[src/rtl/frame_writer_pkg.sv]
`default_nettype none
// ============================================================================
// Module   : frame_writer_pkg
// Purpose  : Shared constants and FSM encoding for the frame writer.
// Revision : 1.0 - initial release
// ============================================================================
package frame_writer_pkg;

    // Display raster geometry; one bank holds exactly one frame.
    localparam int unsigned FRAME_W            = 640;
    localparam int unsigned FRAME_H            = 480;
    localparam int unsigned BRAM_DEPTH_DEFAULT = FRAME_W * FRAME_H;

    // Writer control states.
    typedef enum logic [1:0] {
        ST_IDLE  = 2'd0,
        ST_RUN   = 2'd1,
        ST_FLUSH = 2'd2
    } fw_state_e;

endpackage : frame_writer_pkg
`default_nettype wire

[src/rtl/frame_writer.sv]
`default_nettype none
// ============================================================================
// Module   : frame_writer
// Purpose  : Drains the sobel output FIFO and writes pixels into a ping-pong
//            frame buffer. Banks flip only on complete frames, so the display
//            side never reads a torn frame.
// Revision : 1.0 - initial release
// ============================================================================
module frame_writer
    import frame_writer_pkg::*;
#(
    parameter int DATA_WIDTH = 12,
    parameter int BRAM_DEPTH = BRAM_DEPTH_DEFAULT,
    parameter int ADDR_W     = 19
) (
    input  logic                  CLK,
    input  logic                  RST,
    input  logic                  i_flush,
    input  logic                  i_almostempty,
    output logic                  o_rd,
    input  logic [DATA_WIDTH-1:0] i_rdata,
    output logic                  o_we,
    output logic [ADDR_W:0]       o_waddr,
    output logic [DATA_WIDTH-1:0] o_wdata,
    output logic                  o_disp_bank,
    output logic                  o_frame_done,
    output logic [7:0]            o_frame_cnt
);

    // Last bank-local address of a frame; pix never carries into the bank bit.
    localparam logic [ADDR_W-1:0] c_LAST_PIX = ADDR_W'(BRAM_DEPTH - 1);

    fw_state_e             state_q, state_d;
    logic                  rd_q, rd_d;
    logic                  rd_d1_q, rd_d1_d;
    logic                  we_q, we_d;
    logic [ADDR_W:0]       waddr_q, waddr_d;
    logic [DATA_WIDTH-1:0] wdata_q, wdata_d;
    logic [ADDR_W-1:0]     pix_q, pix_d;
    logic                  wbank_q, wbank_d;
    logic                  disp_bank_q, disp_bank_d;
    logic                  wrap_q, wrap_d;
    logic                  frame_done_q, frame_done_d;
    logic [7:0]            frame_cnt_q, frame_cnt_d;

    // State register.
    always_ff @(posedge CLK or negedge RST) begin
        if (!RST) begin
            state_q <= ST_IDLE;
        end else begin
            state_q <= state_d;
        end
    end

    // Next-state logic; flush dominates every other transition.
    always_comb begin
        state_d = state_q;
        case (state_q)
            ST_IDLE:  if (!i_flush) state_d = ST_RUN;
            ST_RUN:   if (i_flush)  state_d = ST_FLUSH;
            ST_FLUSH: if (!i_flush) state_d = ST_IDLE;
            default:  state_d = ST_IDLE;
        endcase
    end

    // Read pipeline, pixel addressing and bank flip on the last pixel of a frame.
    always_comb begin
        rd_d         = 1'b0;
        rd_d1_d      = 1'b0;
        we_d         = 1'b0;
        waddr_d      = waddr_q;
        wdata_d      = wdata_q;
        pix_d        = pix_q;
        wbank_d      = wbank_q;
        disp_bank_d  = disp_bank_q;
        wrap_d       = 1'b0;
        frame_done_d = wrap_q;
        frame_cnt_d  = frame_cnt_q;

        if (state_q == ST_RUN && !i_flush) begin
            rd_d    = ~i_almostempty;
            rd_d1_d = rd_q;
            // Data requested two cycles ago is on i_rdata now.
            if (rd_d1_q) begin
                we_d    = 1'b1;
                wdata_d = i_rdata;
                waddr_d = {wbank_q, pix_q};
                if (pix_q == c_LAST_PIX) begin
                    pix_d       = '0;
                    wbank_d     = ~wbank_q;
                    disp_bank_d = wbank_q;
                    frame_cnt_d = frame_cnt_q + 8'd1;
                    wrap_d      = 1'b1;
                end else begin
                    pix_d = pix_q + ADDR_W'(1);
                end
            end
        end

        // A flushed partial frame restarts at pixel 0 of the same bank.
        if (i_flush) begin
            pix_d = '0;
        end
    end

    // Datapath registers.
    always_ff @(posedge CLK or negedge RST) begin
        if (!RST) begin
            rd_q         <= 1'b0;
            rd_d1_q      <= 1'b0;
            we_q         <= 1'b0;
            waddr_q      <= '0;
            wdata_q      <= '0;
            pix_q        <= '0;
            wbank_q      <= 1'b0;
            disp_bank_q  <= 1'b1;
            wrap_q       <= 1'b0;
            frame_done_q <= 1'b0;
            frame_cnt_q  <= 8'd0;
        end else begin
            rd_q         <= rd_d;
            rd_d1_q      <= rd_d1_d;
            we_q         <= we_d;
            waddr_q      <= waddr_d;
            wdata_q      <= wdata_d;
            pix_q        <= pix_d;
            wbank_q      <= wbank_d;
            disp_bank_q  <= disp_bank_d;
            wrap_q       <= wrap_d;
            frame_done_q <= frame_done_d;
            frame_cnt_q  <= frame_cnt_d;
        end
    end

    assign o_rd         = rd_q;
    assign o_we         = we_q;
    assign o_waddr      = waddr_q;
    assign o_wdata      = wdata_q;
    assign o_disp_bank  = disp_bank_q;
    assign o_frame_done = frame_done_q;
    assign o_frame_cnt  = frame_cnt_q;

endmodule : frame_writer
`default_nettype wire

[config.mk]
export PLATFORM = sky130hd
export DESIGN_NAME = frame_writer
export DESIGN_NICKNAME = d
export VERILOG_FILES = /design/src/rtl/frame_writer_pkg.sv /design/src/rtl/frame_writer.sv
export SDC_FILE = /design/constraint.sdc
export NUM_CORES = 1
export LEC_CHECK = 0
export ABC_AREA = 1
export CORE_MARGIN = 2
export CORE_UTILIZATION = 30
export DETAILED_ROUTE_END_ITERATION = 6
export PLACE_DENSITY = 0.61
export SYNTH_ARGS = -nofsm -noshare
export SYNTH_HDL_FRONTEND = slang
export SYNTH_SLANG_ARGS = --single-unit
[constraint.sdc]
create_clock -name CLK -period 2.3 [get_ports CLK]
set_input_delay 0.345 -clock CLK [delete_from_list [all_inputs] [get_ports CLK]]
set_output_delay 0.345 -clock CLK [all_outputs]
set_load 0.01 [all_outputs]
---- Word level (Yosys, flattened, before mapping) ----
Cells that the tools add are included.
W data, S select, Z words.
cells by class
  muxes and demuxes ....................... 15
  bitwise logic cells ..................... 2
  reduce and logical (&&, ||, !) cells .... 9
  equal/unequal tests ..................... 6
  add/sub/neg operators ................... 2
operators with widths
  kind                     count
  $mux W19                 4
  $add A19 B1 Y19 const B  1
  $eq A19 B19 Y1 const B   1
  $add A8 B1 Y8 const B    1
  $mux W1                  7
  $mux W2                  3
  $ne A2 B2 Y1 const B     3
  $pmux W2 S3              1
  $reduce_and A3 Y1        2
  $reduce_and A2 Y1        2
  $reduce_bool A2 Y1       2
  $eq A2 B1 Y1 const B     1
  $eq A2 B2 Y1 const B     1
  $logic_not A2 Y1         1
  $not A1 Y1               2
  $logic_and A1 B1 Y1      1
  $logic_not A1 Y1         1
word-level totals
  input port bits ......................... 16
  word-level logic and storage cells ...... 46
  output and inout port bits .............. 44
  bits in registers ....................... 68

---- Logic depth before layout (Yosys ltp) ----
Gate-level depths: netlist of the first run.
  word-level depth ........................ 5
  depth in mapped cells ................... 9
  mapped depth without buffers ............ 9

---- Least setup slack after synthesis of the first run ----
No wires, ideal clock.
  path kind ............................... reg2reg
  from .................................... register pix_q[1]
  to ...................................... register pix_q[10]
  data required time ...................... 2.173 ns
  stages on the path, launching flop included .. 9
  setup time .............................. 0.127 ns
  path buffers ............................ 0
  period minus slack after synthesis ...... 1.376 ns
  arrival ................................. 1.249 ns
  setup slack ............................. 0.924 ns
  path through ............................ dfrtp_1 ha_1 nand2_1 nor2_4 nand2_4 nor2_4 nand2_2 nand2_1 o21ai_0
between the ends
  word-level cells in the longest chain between the ends .. 5
  elaborated cells between the ends (all ways) .. 6
  those cells by class .................... 1 x add/sub; 1 x eq/ne; 4 x mux
ends and longest elaborated chain
  element                                            RTL line                                RTL
  start: declaration                                 frame_writer.sv:39                      logic [ADDR_W-1:0] pix_q, pix_d;
  start signal: assignment                           frame_writer.sv:126                     pix_q <= pix_d;
  $add A19 B1 Y19 or $eq A19 B19 Y1 (tied branches)  frame_writer.sv:95, frame_writer.sv:88
  $mux W19 *                                         frame_writer.sv:88                      if (pix_q == c_LAST_PIX) begin
  $mux W19 *                                         frame_writer.sv:84                      if (rd_d1_q) begin
  $mux W19 *                                         frame_writer.sv:80                      if (state_q == ST_RUN && !i_flush) begin
  $mux W19 *                                         frame_writer.sv:101                     if (i_flush) begin
Every way passes the cells marked *; elsewhere a longest branch is shown, timed or not. The select of a mux whose other input is x is not followed.
A chain may end at the register's enable or synchronous reset.

---- Final worst setup path of the first run ----
  from .................................... register disp_bank_q, in the netlist o_disp_bank
  to ...................................... output o_disp_bank
RTL lines
  element                   RTL line             RTL
  start: declaration        frame_writer.sv:41   logic disp_bank_q, disp_bank_d;
  start signal: assignment  frame_writer.sv:128  disp_bank_q <= disp_bank_d;
  end: declaration          frame_writer.sv:25   output logic o_disp_bank,
No word-level cell between the ends.

==> results.sh, run 1 <==
export IMPL_status="complete, no violations"
export IMPL_cts_path_max_buffers=2
export IMPL_critPathMaxFanout=2
export IMPL_worstSkewPairLatency_ps=350
export IMPL_grt_max_degree=42
export IMPL_power_mw=2.49
export IMPL_r2r_start="pix_q[1]$_DFFE_PN0P_"
export IMPL_initial_core_util_pct=31.1
export IMPL_cts_resized=0
export IMPL_r2r_slack_ps=620
export IMPL_hold_viol=0
export IMPL_path_delay_family="flip-flops"
export IMPL_synth_area_leaders="dfrtp_1 (52%), nand2_1 (19%), nand3_1 (4.6%)"
export IMPL_drt_wl_total_mm=7.89
export IMPL_yosysSeqAreaShare_pct=52.6
export IMPL_critPathBufInv=1
export IMPL_cp_required_ps=1960
export IMPL_syn_nets=423
export IMPL_r2r_cells=8
export IMPL_path_clk_slew_ps=80
export IMPL_clkSinkCount=68
export IMPL_synth_edf_count=0
export IMPL_die_x_microns=108
export IMPL_yosysTopAreaCellShare_pct=51.8
export IMPL_yosys_area_top_type="dfrtp_1"
export IMPL_critPathArrivalTime_ps=1420
export IMPL_core_area_sq_mm=0.0104
export IMPL_finalCritPeriodShare_pct=76.7
export IMPL_crit_end="o_disp_bank"
export IMPL_num_rows=37
export IMPL_max_stage_delay_ps=540
export IMPL_drive_gt1_share_pct=9.19
export IMPL_synthFlopType="dfrtp_1"
export IMPL_yosysWarnings=0
export IMPL_drc=0
export IMPL_dp_hpwl_mm=5.74
export IMPL_grt_util_all_layers_pct=14.8
export IMPL_post_place_ws_ps=501
export IMPL_cts_tree="built"
export IMPL_max_freq_ghz=0.567
export IMPL_cts_buffers=9
export IMPL_start_kind="flip-flop"
export IMPL_maxCapViolCount=0
export IMPL_drt_pass1_iter_count=4
export IMPL_crit_cells=1
export IMPL_antenna_found_initial=0
export IMPL_layout_nets=492
export IMPL_syn_inst=405
export IMPL_synth_cell_types=29
export IMPL_n_antenna_cell=0
export IMPL_rsz0062_at_grt="no"
export IMPL_critical_path_class="reg2out"
export IMPL_die_area_sq_mm=0.0116
export IMPL_grt_pass1_wl_mm=13.5
export IMPL_crit_slowest_cell="dfstp_2"
export IMPL_syn_area_sq_mm=0.00323
export IMPL_seqCellArea_sq_mm=0.00170
export IMPL_async_reset_ff_share_pct=100
export IMPL_tns_ps=0
export IMPL_nFillCells=1101
export IMPL_hp_class="in2async"
export IMPL_cts_setup_buffers=0
export IMPL_worstMarginPinSlew_ps=519
export IMPL_crit_chain="clkdlybuf4s50_1"
export IMPL_overflow=0
export IMPL_slew_headroom_pct=65.4
export IMPL_numPortBuffers=59
export IMPL_antenna_left=0
export IMPL_wire_per_inst_microns=12.8
export IMPL_p_leak_nw=1.99
export IMPL_grt_pass1_vias=2729
export IMPL_cts_root_buf="clkbuf_8"
export IMPL_power_density_mw_per_mm2=589
export IMPL_ios=60
export IMPL_synth_most_common_cell="nand2_1"
export IMPL_multi_input_area_sq_mm=0.00137
export IMPL_peakVddDrop_uv=311
export IMPL_gp_routability_congestion=0.892
export IMPL_min_period_ps=1770
export IMPL_finClkSkew_ps=6.04
export IMPL_first_iter_violations=146
export IMPL_maxSlewViolCount=0
export IMPL_die_height_microns=108
export IMPL_finalWorstSetupSlack_ps=535
export IMPL_syn_avg_cell_area_sq_um=7.99
export IMPL_area_delta_synth_final_pct=30.8
export IMPL_critical_path_startpoint="o_disp_bank$_DFFE_PN1P_"
export IMPL_htreeDepth=3
export IMPL_vias=2783
export IMPL_viasPerCell=4.53
export IMPL_setup_viol=0
export IMPL_holdBufCountCts=0
export IMPL_r2r_end="pix_q[8]$_DFFE_PN0P_"
export IMPL_synthTopCellsByCount="nand2_1 (164), dfrtp_1 (67), nor2_1 (35)"
export IMPL_ys_seq_elements=68
export IMPL_end_kind="primary output"
through the flow:
step	hold WS [ps]	area (sq um)	cells	utilization, %
6_report	2.54	4230	615	40.6
5_1_grt	20.3	4230	615	40.6
4_1_cts	9.77	4230	615	40.6
3_5_place_dp	342	4010	599	38.5
3_3_place_gp	332	4010	599	38.5
2_1_floorplan	49.4	3230	405	-
flip-flops by register name, indices dropped and copies added, names as in the netlist:
| register | count |
|---|---|
| pix_q | 19 |
| o_frame_cnt | 8 |
| o_rd | 1 |
| frame_done_d | 1 |
| state_q | 2 |
| o_we | 1 |
| rd_d1_q | 1 |
| o_waddr | 20 |
| wbank_q | 1 |
| o_frame_done | 1 |
| o_wdata | 12 |
| o_disp_bank | 1 |
report_power, final:
group / internal, mW / switching (mW) / leakage, nW
Clock: 0.640 / 0.484 / 0.113
Sequential: 1.22 / 0.0140 / 0.922
Combinational: 0.0710 / 0.0673 / 0.957
Total: 1.93 / 0.565 / 1.99
kinds of logic (layout without fill, tap and decap cells):
family	count (synthesis)	after routing	share of synthesized area, %
AOI/OAI and AO/OA	35	35	5.57
xor gates and xnor gates	8	8	2.17
adders and majority gates	2	2	0.774
buffers and inverters	42	116	5.15
DFF	68	68	52.7
and+or+nand+nor	250	250	33.7
worst register-to-register path: cells and delay by family (launching register included):
kind / cells / cell delay (ps)
adders and majority gates: 1 / 200
DFF: 1 / 430
AOI/OAI and AO/OA: 1 / 100
and+or+nand+nor: 6 / 820
worst min path at each step:
stage	cells after the start	startpoint	end	slack (ps)
2_1_floorplan	0	RST	frame_done_d$_DFF_PN0_	50
3_3_place_gp	0	frame_done_d$_DFF_PN0_	o_frame_done$_DFF_PN0_	330
3_5_place_dp	0	frame_done_d$_DFF_PN0_	o_frame_done$_DFF_PN0_	340
4_1_cts	2	RST	o_wdata[8]$_DFFE_PN0N_	10
5_1_grt	2	RST	o_wdata[8]$_DFFE_PN0N_	20
6_report	2	RST	o_wdata[8]$_DFFE_PN0N_	3
cell usage in the layout, fill, tap and decap left out, types with 2 or more instances in the layout:
master           netlist  final
nor2_1                35     35
a21oi_1                2      2
clkdlybuf4s50_1        0     58
nand2_2                4      4
clkbuf_8               0     10
nand3_1               30     30
clkinv_2               0      2
xnor2_1                2      2
inv_1                 32     32
nor2_2                 3      3
o21ai_0               29     29
bufinv_16              0      2
dfrtp_1               67     67
nor2_4                 6      6
nand2_1              164    164
buf_4                  1      8
xor2_1                 6      6
ha_1                   2      2
nor3_1                 2      2
area by class of cell:
| type | instances | share of cell area (%) |
|---|---|---|
| Clock buffer | 10 | 3.25 |
| Timing Repair Buffer | 67 | 15.3 |
| Inverter | 33 | 2.93 |
| Sequential cell | 68 | 40.2 |
| Clock inverter | 6 | 2.04 |
| Multi-Input combinational cell | 295 | 32.3 |
| Tap cell | 136 | 4.02 |
routing by layer:
metal / GRT usage (%) / part of all wire, %
met1: 20.1 / 48
met3: 4.72 / 5.6
met4: 4.85 / 1.5
met2: 22.2 / 45
met5: 0 / 0
Note: power is estimated with default switching activity, not from simulation.
==> run 2, diff against run 1 <==
clock period = 1.7 ns   (was 2.3 ns; I/O delays follow)
==> results.sh, run 2 (synthesis gave the netlist of run 1 again) <==
export IMPL_grt_pass1_wl_mm=13.2
export IMPL_r2r_cells=8
export IMPL_first_iter_violations=141
export IMPL_peakVddDrop_uv=429
export IMPL_cts_root_buf="clkbuf_8"
export IMPL_path_delay_family="buffers and inverters"
export IMPL_cts_path_max_buffers=2
export IMPL_clkSinkCount=68
export IMPL_crit_cells=1
export IMPL_grt_util_all_layers_pct=14.3
export IMPL_core_area_sq_mm=0.0104
export IMPL_crit_chain="clkdlybuf4s50_1"
export IMPL_slew_headroom_pct=72.7
export IMPL_finalWorstSetupSlack_ps=115
export IMPL_viasPerCell=4.58
export IMPL_setup_viol=0
export IMPL_gp_routability_congestion=0.844
export IMPL_htreeDepth=3
export IMPL_end_kind="primary output"
export IMPL_max_freq_ghz=0.631
export IMPL_final_cell_mix="nand2_1 (164), dfrtp_1 (66), clkdlybuf4s50_1 (57), nor2_1 (34), inv_1 (32)"
export IMPL_hold_viol=0
export IMPL_cts_buffers=9
export IMPL_critical_path_startpoint="o_frame_cnt[5]$_DFFE_PN0P_"
export IMPL_die_x_microns=108
export IMPL_worstMarginPinSlew_ps=409
export IMPL_antenna_found_initial=0
export IMPL_final_common_cell="nand2_1"
export IMPL_layout_nets=497
export IMPL_r2r_slack_ps=130
export IMPL_area_delta_synth_final_pct=34.8
export IMPL_tns_ps=0
export IMPL_drt_pass1_iter_count=5
export IMPL_finClkSkew_ps=5.60
export IMPL_vias=2837
export IMPL_path_clk_slew_ps=80
export IMPL_drt_wl_total_mm=7.96
export IMPL_overflow=0
export IMPL_maxSlewViolCount=0
export IMPL_max_stage_delay_ps=570
export IMPL_grt_max_degree=69
export IMPL_rsz0062_at_grt="no"
export IMPL_critPathBufInv=1
export IMPL_numPortBuffers=59
export IMPL_finalCritPeriodShare_pct=93.2
export IMPL_post_place_ws_ps=-6.13
export IMPL_power_density_mw_per_mm2=818
export IMPL_worstSkewPairLatency_ps=340
export IMPL_place_area_sq_mm=0.00408
export IMPL_cp_required_ps=1440
export IMPL_r2r_end="pix_q[10]$_DFFE_PN0P_"
export IMPL_ios=60
export IMPL_status="complete, no violations"
export IMPL_critPathArrivalTime_ps=1330
export IMPL_num_rows=37
export IMPL_post_route_cell_area_sq_mm=0.00436
export IMPL_hp_class="reg2reg"
export IMPL_r2r_start="pix_q[0]$_DFFE_PN0P_"
export IMPL_crit_slowest_cell="clkdlybuf4s50_1"
export IMPL_min_period_ps=1580
export IMPL_die_height_microns=108
export IMPL_wire_per_inst_microns=12.8
export IMPL_n_antenna_cell=0
export IMPL_initial_core_util_pct=31.1
export IMPL_largest_register_ffs=20
export IMPL_dp_hpwl_mm=5.64
export IMPL_die_area_sq_mm=0.0116
export IMPL_p_leak_nw=2.06
export IMPL_critical_path_class="reg2out"
export IMPL_antenna_left=0
export IMPL_crit_end="o_frame_cnt[5]"
export IMPL_critPathMaxFanout=6
export IMPL_dp_cells=603
export IMPL_cts_setup_buffers=0
export IMPL_drive_gt1_share_pct=10.5
export IMPL_drc=0
export IMPL_grt_pass1_vias=2718
export IMPL_start_kind="flip-flop"
export IMPL_nFillCells=1048
export IMPL_final_cells=620
export IMPL_cts_tree="built"
export IMPL_maxCapViolCount=0
==> run 2: area by class of cell <==
type	instances	area [sq um]	share of cell area (%)
sequential	68	1700	39.1
multi-input combinational	295	1380	31.6
timing repair buffer	72	726	16.6
tap	136	170	3.90
clock buffer	11	151	3.47
inverter	33	124	2.84
clock inverter	5	106	2.44
==> run 2: metrics by stage <==
step,hold slack (ps),power [mW],util [%]
floorplan,-40.6,1.75,-
global placement,305,1.90,39.1
detailed placement,315,1.90,39.1
CTS,356,3.61,41.7
global route,376,3.71,41.8
finish,353,3.56,41.8
==> run 2: how the worst min path moves through the flow <==
stage | from | end | slack, ps | depth (start not counted)
after global placement | RST | o_wdata[8]$_DFFE_PN0N_ | 300 | 2
after floorplan | RST | frame_done_d$_DFF_PN0_ | -40 | 0
after CTS | frame_done_d$_DFF_PN0_ | o_frame_done$_DFF_PN0_ | 360 | 0
final | frame_done_d$_DFF_PN0_ | o_frame_done$_DFF_PN0_ | 350 | 0
after detailed placement | RST | o_wdata[8]$_DFFE_PN0N_ | 320 | 2
after global routing | frame_done_d$_DFF_PN0_ | o_frame_done$_DFF_PN0_ | 380 | 0
==> run 2: per-layer routing <==
metal  up-vias  track usage [%]  routed length [microns]
met5         -                0                        0
met4         0             4.49                       86
met3        14             3.51                      464
met2        92             22.5                     3660
met1      1321             19.5                     3740
li1       1410                -                        -
==> run 2: what timing repair did <==
| item | 4_1_cts | 5_1_grt |
|---|---|---|
| hold buffers | 1 | 0 |
| setup endpoints to repair | 0 | 9 |
| gates resized for setup | 0 | 5 |
| hold endpoints to repair | 67 | 0 |
==> run 2: power breakdown <==
| part | internal (mW) | switching, mW |
|---|---|---|
| clock network | 1.06 | 0.638 |
| logic | 0.105 | 0.0942 |
| registers | 1.65 | 0.0185 |
| total | 2.81 | 0.751 |
==> run 3, diff against run 2 <==
CORE_UTILIZATION = 25   (was 30)
PLACE_DENSITY = 0.54   (was 0.61)
clock period = 2 ns   (was 1.7 ns; I/O delays follow)
==> results.sh, run 3 (synthesis gave the netlist of run 1 again) <==
export IMPL_start_kind="flip-flop"
export IMPL_p_sw_uw=707
export IMPL_layout_nets=492
export IMPL_n_antenna_cell=0
export IMPL_peakVddDrop_uv=552
export IMPL_antenna_left=0
export IMPL_dp_cells=634
export IMPL_largest_register_ffs=20
export IMPL_wire_per_inst_microns=12.5
export IMPL_overflow=0
export IMPL_drt_pass1_iter_count=4
export IMPL_worstSkewPairLatency_ps=330
export IMPL_clkSinkCount=68
export IMPL_cts_root_buf="clkbuf_16"
export IMPL_gp_routability_congestion=0.836
export IMPL_maxCapViolCount=0
export IMPL_min_period_ps=1690
export IMPL_vias=2771
export IMPL_nFillCells=1331
export IMPL_numPortBuffers=59
export IMPL_worstMarginPinSlew_ps=544
export IMPL_p_int_mw=2.84
export IMPL_finClkSkew_ps=4.44
export IMPL_p_leak_nw=2.07
export IMPL_path_delay_family="flip-flops"
export IMPL_dp_hpwl_mm=5.97
export IMPL_critPathBufInv=1
export IMPL_die_x_microns=118
export IMPL_min_from="frame_done_d$_DFF_PN0_"
export IMPL_critPathArrivalTime_ps=1390
export IMPL_cts_buffers=9
export IMPL_status="complete, no violations"
export IMPL_crit_chain="clkdlybuf4s50_1"
export IMPL_htreeDepth=3
export IMPL_max_freq_ghz=0.592
export IMPL_critical_path_class="reg2out"
export IMPL_first_iter_violations=145
export IMPL_cts_path_max_buffers=2
export IMPL_final_common_cell="nand2_1"
export IMPL_die_area_sq_mm=0.0139
export IMPL_ios=60
export IMPL_power_share_combinational_pct=4.6
export IMPL_slew_headroom_pct=63.7
export IMPL_drt_wl_total_mm=8.17
export IMPL_power_share_switching_pct=20.0
export IMPL_die_height_microns=118
export IMPL_max_stage_delay_ps=530
export IMPL_critPathMaxFanout=2
export IMPL_pwr_share_clk_pct=55.3
export IMPL_core_area_sq_mm=0.0126
export IMPL_end_kind="primary output"
export IMPL_critical_path_startpoint="o_disp_bank$_DFFE_PN1P_"
export IMPL_grt_pass1_vias=2711
export IMPL_rsz0062_at_grt="no"
export IMPL_r2r_start="pix_q[1]$_DFFE_PN0P_"
export IMPL_initial_core_util_pct=25.6
export IMPL_hp_class="reg2reg"
export IMPL_path_clk_slew_ps=60
export IMPL_antenna_found_initial=0
export IMPL_maxSlewViolCount=0
export IMPL_tns_ps=0
export IMPL_drc=0
export IMPL_viasPerCell=4.26
export IMPL_grt_max_degree=50
export IMPL_drive_gt1_share_pct=8.77
export IMPL_cp_required_ps=1700
export IMPL_final_cell_mix="nand2_1 (164), dfrtp_1 (67), clkdlybuf4s50_1 (58), nor2_1 (35), inv_1 (32)"
export IMPL_grt_util_all_layers_pct=12.2
export IMPL_setup_viol=0
export IMPL_grt_pass1_wl_mm=13.7
export IMPL_seqPwrFrac_pct=40.0
export IMPL_hold_viol=0
export IMPL_num_rows=41
export IMPL_cts_tree="built"
export IMPL_crit_slowest_cell="dfstp_2"
export IMPL_fin_hold_ws_ps=361
export IMPL_cts_resized=0
export IMPL_finalCritPeriodShare_pct=84.5
export IMPL_area_delta_synth_final_pct=37.8
export IMPL_final_cells=651
export IMPL_power_density_mw_per_mm2=795
-- run 3: cell type report --
class                   count  area [sq um]  area share (%)
clock buffers              10           229            5.14
clock inverters             6           136            3.06
inverters                  33           124            2.78
multi-input cells         295          1370            30.6
flip-flops and latches     68          1700            38.2
well taps                 172           215            4.83
repair buffers             67           686            15.4
-- run 3: per-stage QoR --
step / cell area [sq um] / setup WS [ps] / total power, mW / utilization [%]
6_report: 4460 / 311 / 3.54 / 35.3
5_1_grt: 4460 / 157 / 3.65 / 35.3
4_1_cts: 4460 / 295 / 3.58 / 35.3
3_5_place_dp: 4080 / 251 / 1.61 / 32.4
3_3_place_gp: 4080 / 285 / 1.61 / 32.4
2_1_floorplan: 3230 / 624 / 1.49 / -
-- run 3: repair_timing --
action | CTS | global route
setup buffers | 0 | 0
hold endpoints to repair | 18 | 0
hold buffers | 1 | 0
endpoints found under the setup margin | 0 | 0
-- run 3: worst paths after layout --
| kind | endpoint | slack [ps] | cells after the start |
|---|---|---|---|
| setup reg to reg | o_frame_cnt[3]$_DFFE_PN0P_ | 340 | 7 |
| hold / removal | o_frame_done$_DFF_PN0_ | 360 | 0 |
| max in group asynchronous | o_wdata[2]$_DFFE_PN0N_ | 900 | 3 |
| setup / recovery | o_disp_bank | 310 | 1 |
| min in group asynchronous | o_wdata[8]$_DFFE_PN0N_ | 460 | 2 |
| hold reg to reg | o_frame_done$_DFF_PN0_ | 360 | 0 |
-- run 3: power by group through the flow --
stage | combinational [mW] | clock, mW | sequential, mW
after global placement | 0.165 | 0 | 1.44
after detailed placement | 0.167 | 0 | 1.44
final | 0.164 | 1.96 | 1.42
after floorplan | 0.0337 | 0 | 1.45
after CTS | 0.169 | 1.99 | 1.42
after global routing | 0.182 | 2.05 | 1.42
-- run 3: layer usage --
layer	GRT usage, %	part of all wire, %
met2	19.6	46
met5	0	0
met3	3.63	3.9
met1	16.3	49
met4	2.86	0.80
==> edit, RTL diff (settings of run 3) <==
Set the parameter `DATA_WIDTH` to 6 (it was 12).
--- a/src/rtl/frame_writer.sv
+++ b/src/rtl/frame_writer.sv
@@ -10,5 +10,5 @@
     import frame_writer_pkg::*;
 #(
-    parameter int DATA_WIDTH = 12,
+    parameter int DATA_WIDTH = 6,
     parameter int BRAM_DEPTH = BRAM_DEPTH_DEFAULT,
     parameter int ADDR_W     = 19
Ports: changed (resized i_rdata and o_wdata); port bits go from 60 to 48. No check against the original RTL was run, so the function may have changed too.
==> edit against run 3 <==
Synthesized cell count down 9.1%; combinational power up 9%; register-to-register slack worse by 0.03 ns; via count down 12%; first-iteration DRC count up 7.6%; non-clock buffer count down 15; routed wire length down 14%; count of clock-buffer cells in the layout unchanged; cell area down 9.2%; power down 11%; synthesized area down 5.1%; sequential cell count down 6; core utilization down 1.6 points; worst setup slack better by 0.0029 ns; largest power group unchanged.
==> edit: results (changes against run 3) <==
Critical path
  • Reg-to-reg startpoint: pix_q[1]
  • CP max FO: 11 (+9)
  • Max stage delay cell, worst path: dfrtp_1
  • Critical R2R Capture: pix_q[6]
  • CP max stage delay: 0.41 ns (-0.12 ns)
  • R2r setup slk: 0.31 ns (-0.03 ns)
  • FF-to-FF path depth: 8 (+1)
  • Worst EP arrival: 1.88 ns (+0.49 ns)

Placement
  • Cell area after placement: 0.00371 mm^2 (-9.1%)
  • HPWL after DPL: 4930 um (-17%)
  • Input/output buffers: 47 (-20%)
  • GPL Wtd Cong: 0.870 (+4.1%)
  • Dpl cells: 558 (-12%)

Cells and area
  • Layout cells sized above 1: 0.129 (+0.0408)
  • ANT cells: 0 (unchanged)
  • Nets: 435 (-12%)
  • Layout area overhead: 31.8%
  • Fillers: 1265 (-5.0%)
  • Max reg flops: 20 (unchanged)

Synth
  • Yosys warns: 0 (unchanged)
  • Net count after synthesis: 380 (-10%)
  • Post-synth cell types: 26 (-10%)
  • Synth cell count leaders: 140 x nand2_1, 61 x dfrtp_1, 29 x nand3_1, 28 x inv_1, 27 x nor2_1
  • Post-Synthesis Cells: 368 (-9.1%)
  • FFs w/ async S/R, synth: 1.00 (unchanged)
  • Register area share after synthesis: 0.506 (-0.0206)
  • Top cells by area, synth: dfrtp_1 50%, nand2_1 17%, nand3_1 4.7%

Global routing
  • First-pass GRT wire length: 12100 um (-12%)
  • Initial antenna violation count: 0 (unchanged)
  • Vias in the first global route: 2484 (-8.4%)
  • Largest net degree at the start of global routing: 63 (+26%)
  • GRT Overall Usage: 0.116 (-0.00672)

Detailed routing
  • WL per Instance: 12.2 um (-3.0%)
  • Initial DRC Count: 156 (+7.6%)
  • Via density: 4.26 (+0.10%)
  • Post-Route WL: 7000 um (-14%)
  • First-pass detailed-route iteration total: 4 (unchanged)

Power and ir drop
  • VDD IR max: 0.346 mV (-37%)
  • Static Leak: 1.92 nW (-7.2%)

CTS
  • Max Buffers Root-to-Sink: 2 (unchanged)
  • TritonCTS buffer count: 9 (unchanged)
  • PostCTS Resize Cnt: 0 (unchanged)
  • Clock root buffer master: clkbuf_16

Outcome
  • Status: finished, final reports clean

STA
  • Setup TNS Final: 0 ns (unchanged)
  • Slew Limit Fails: 0 (unchanged)
  • Clock skew: 0.00528 ns (+0.000834 ns)
  • Slew @ Worst Pin: 0.429 ns (-0.115 ns)

Min path
  • Worst Hold End: o_frame_done
  • Worst hold path cell count: 0 (unchanged)
  • Hold Startpoint: frame_done_d
## edit: cell types whose count changed after synthesis, sizes merged, moves of 3 or more
cell / run 3 / this run
buf: 5 / 8
clkbuf: 4 / 0
dfrtp: 67 / 61
nand2: 169 / 147
nor2: 44 / 37
o21ai: 30 / 36
## edit: critical path, delay by kind of cell, from the launching register on
| kind | cells | cell delay (ns) |
|---|---|---|
| flops | 1 | 0.41 |
| simple gates | 6 | 0.79 |
| fa+ha+maj | 1 | 0.23 |
| compound gates | 1 | 0.13 |
## edit: stage by stage
stage / worst slack (ns) / hold slack [ns]
floorplan: 0.569 / 0.00441
CTS: 0.294 / 0.347
finish: 0.314 / 0.345
detailed placement: 0.199 / 0.336
global placement: 0.227 / 0.335
global route: 0.199 / 0.364
## edit: kinds of logic after synthesis
family | share of synthesized area
AOI/OAI and AO/OA | 0.0726
xor gates and xnor gates | 0.0285
adders and majority gates | 0.00815
buffers and inverters | 0.0591
DFF | 0.506
and+or+nand+nor | 0.326
## edit: metal layers
metal | share of wire | track usage
met1 | 0.48 | 0.149
met2 | 0.46 | 0.190
met3 | 0.045 | 0.0258
met4 | 0.014 | 0.0434
met5 | 0 | 0
## edit: how the worst max path moves through the flow
stage,start,end,cells past startpoint
2_1_floorplan,pix_q[0],pix_q[10],9
3_3_place_gp,i_flush,o_waddr[5],5
3_5_place_dp,i_flush,o_waddr[4],5
4_1_cts,o_disp_bank,o_disp_bank,1
5_1_grt,pix_q[1],pix_q[6],8
6_report,pix_q[1],pix_q[6],8
## edit: report_power, final
| part | internal, mW | switching (mW) |
|---|---|---|
| Sequential | 1.29 | 0.0200 |
| Clock | 1.12 | 0.558 |
| Combinational | 0.0913 | 0.0881 |
## edit: repair_timing
item / CTS / global route
endpoints found under the setup margin: 0 / 0
hold buffers: 1 / 0
endpoints found under the hold margin: 6 / 0
## edit: area by class of cell
class                   count  area share
clock buffers              10      0.0591
flip-flops and latches     62       0.384
inverters                  32      0.0297
repair buffers             52       0.131
well taps                 147      0.0455
clock inverters             6      0.0210
multi-input cells         266       0.330
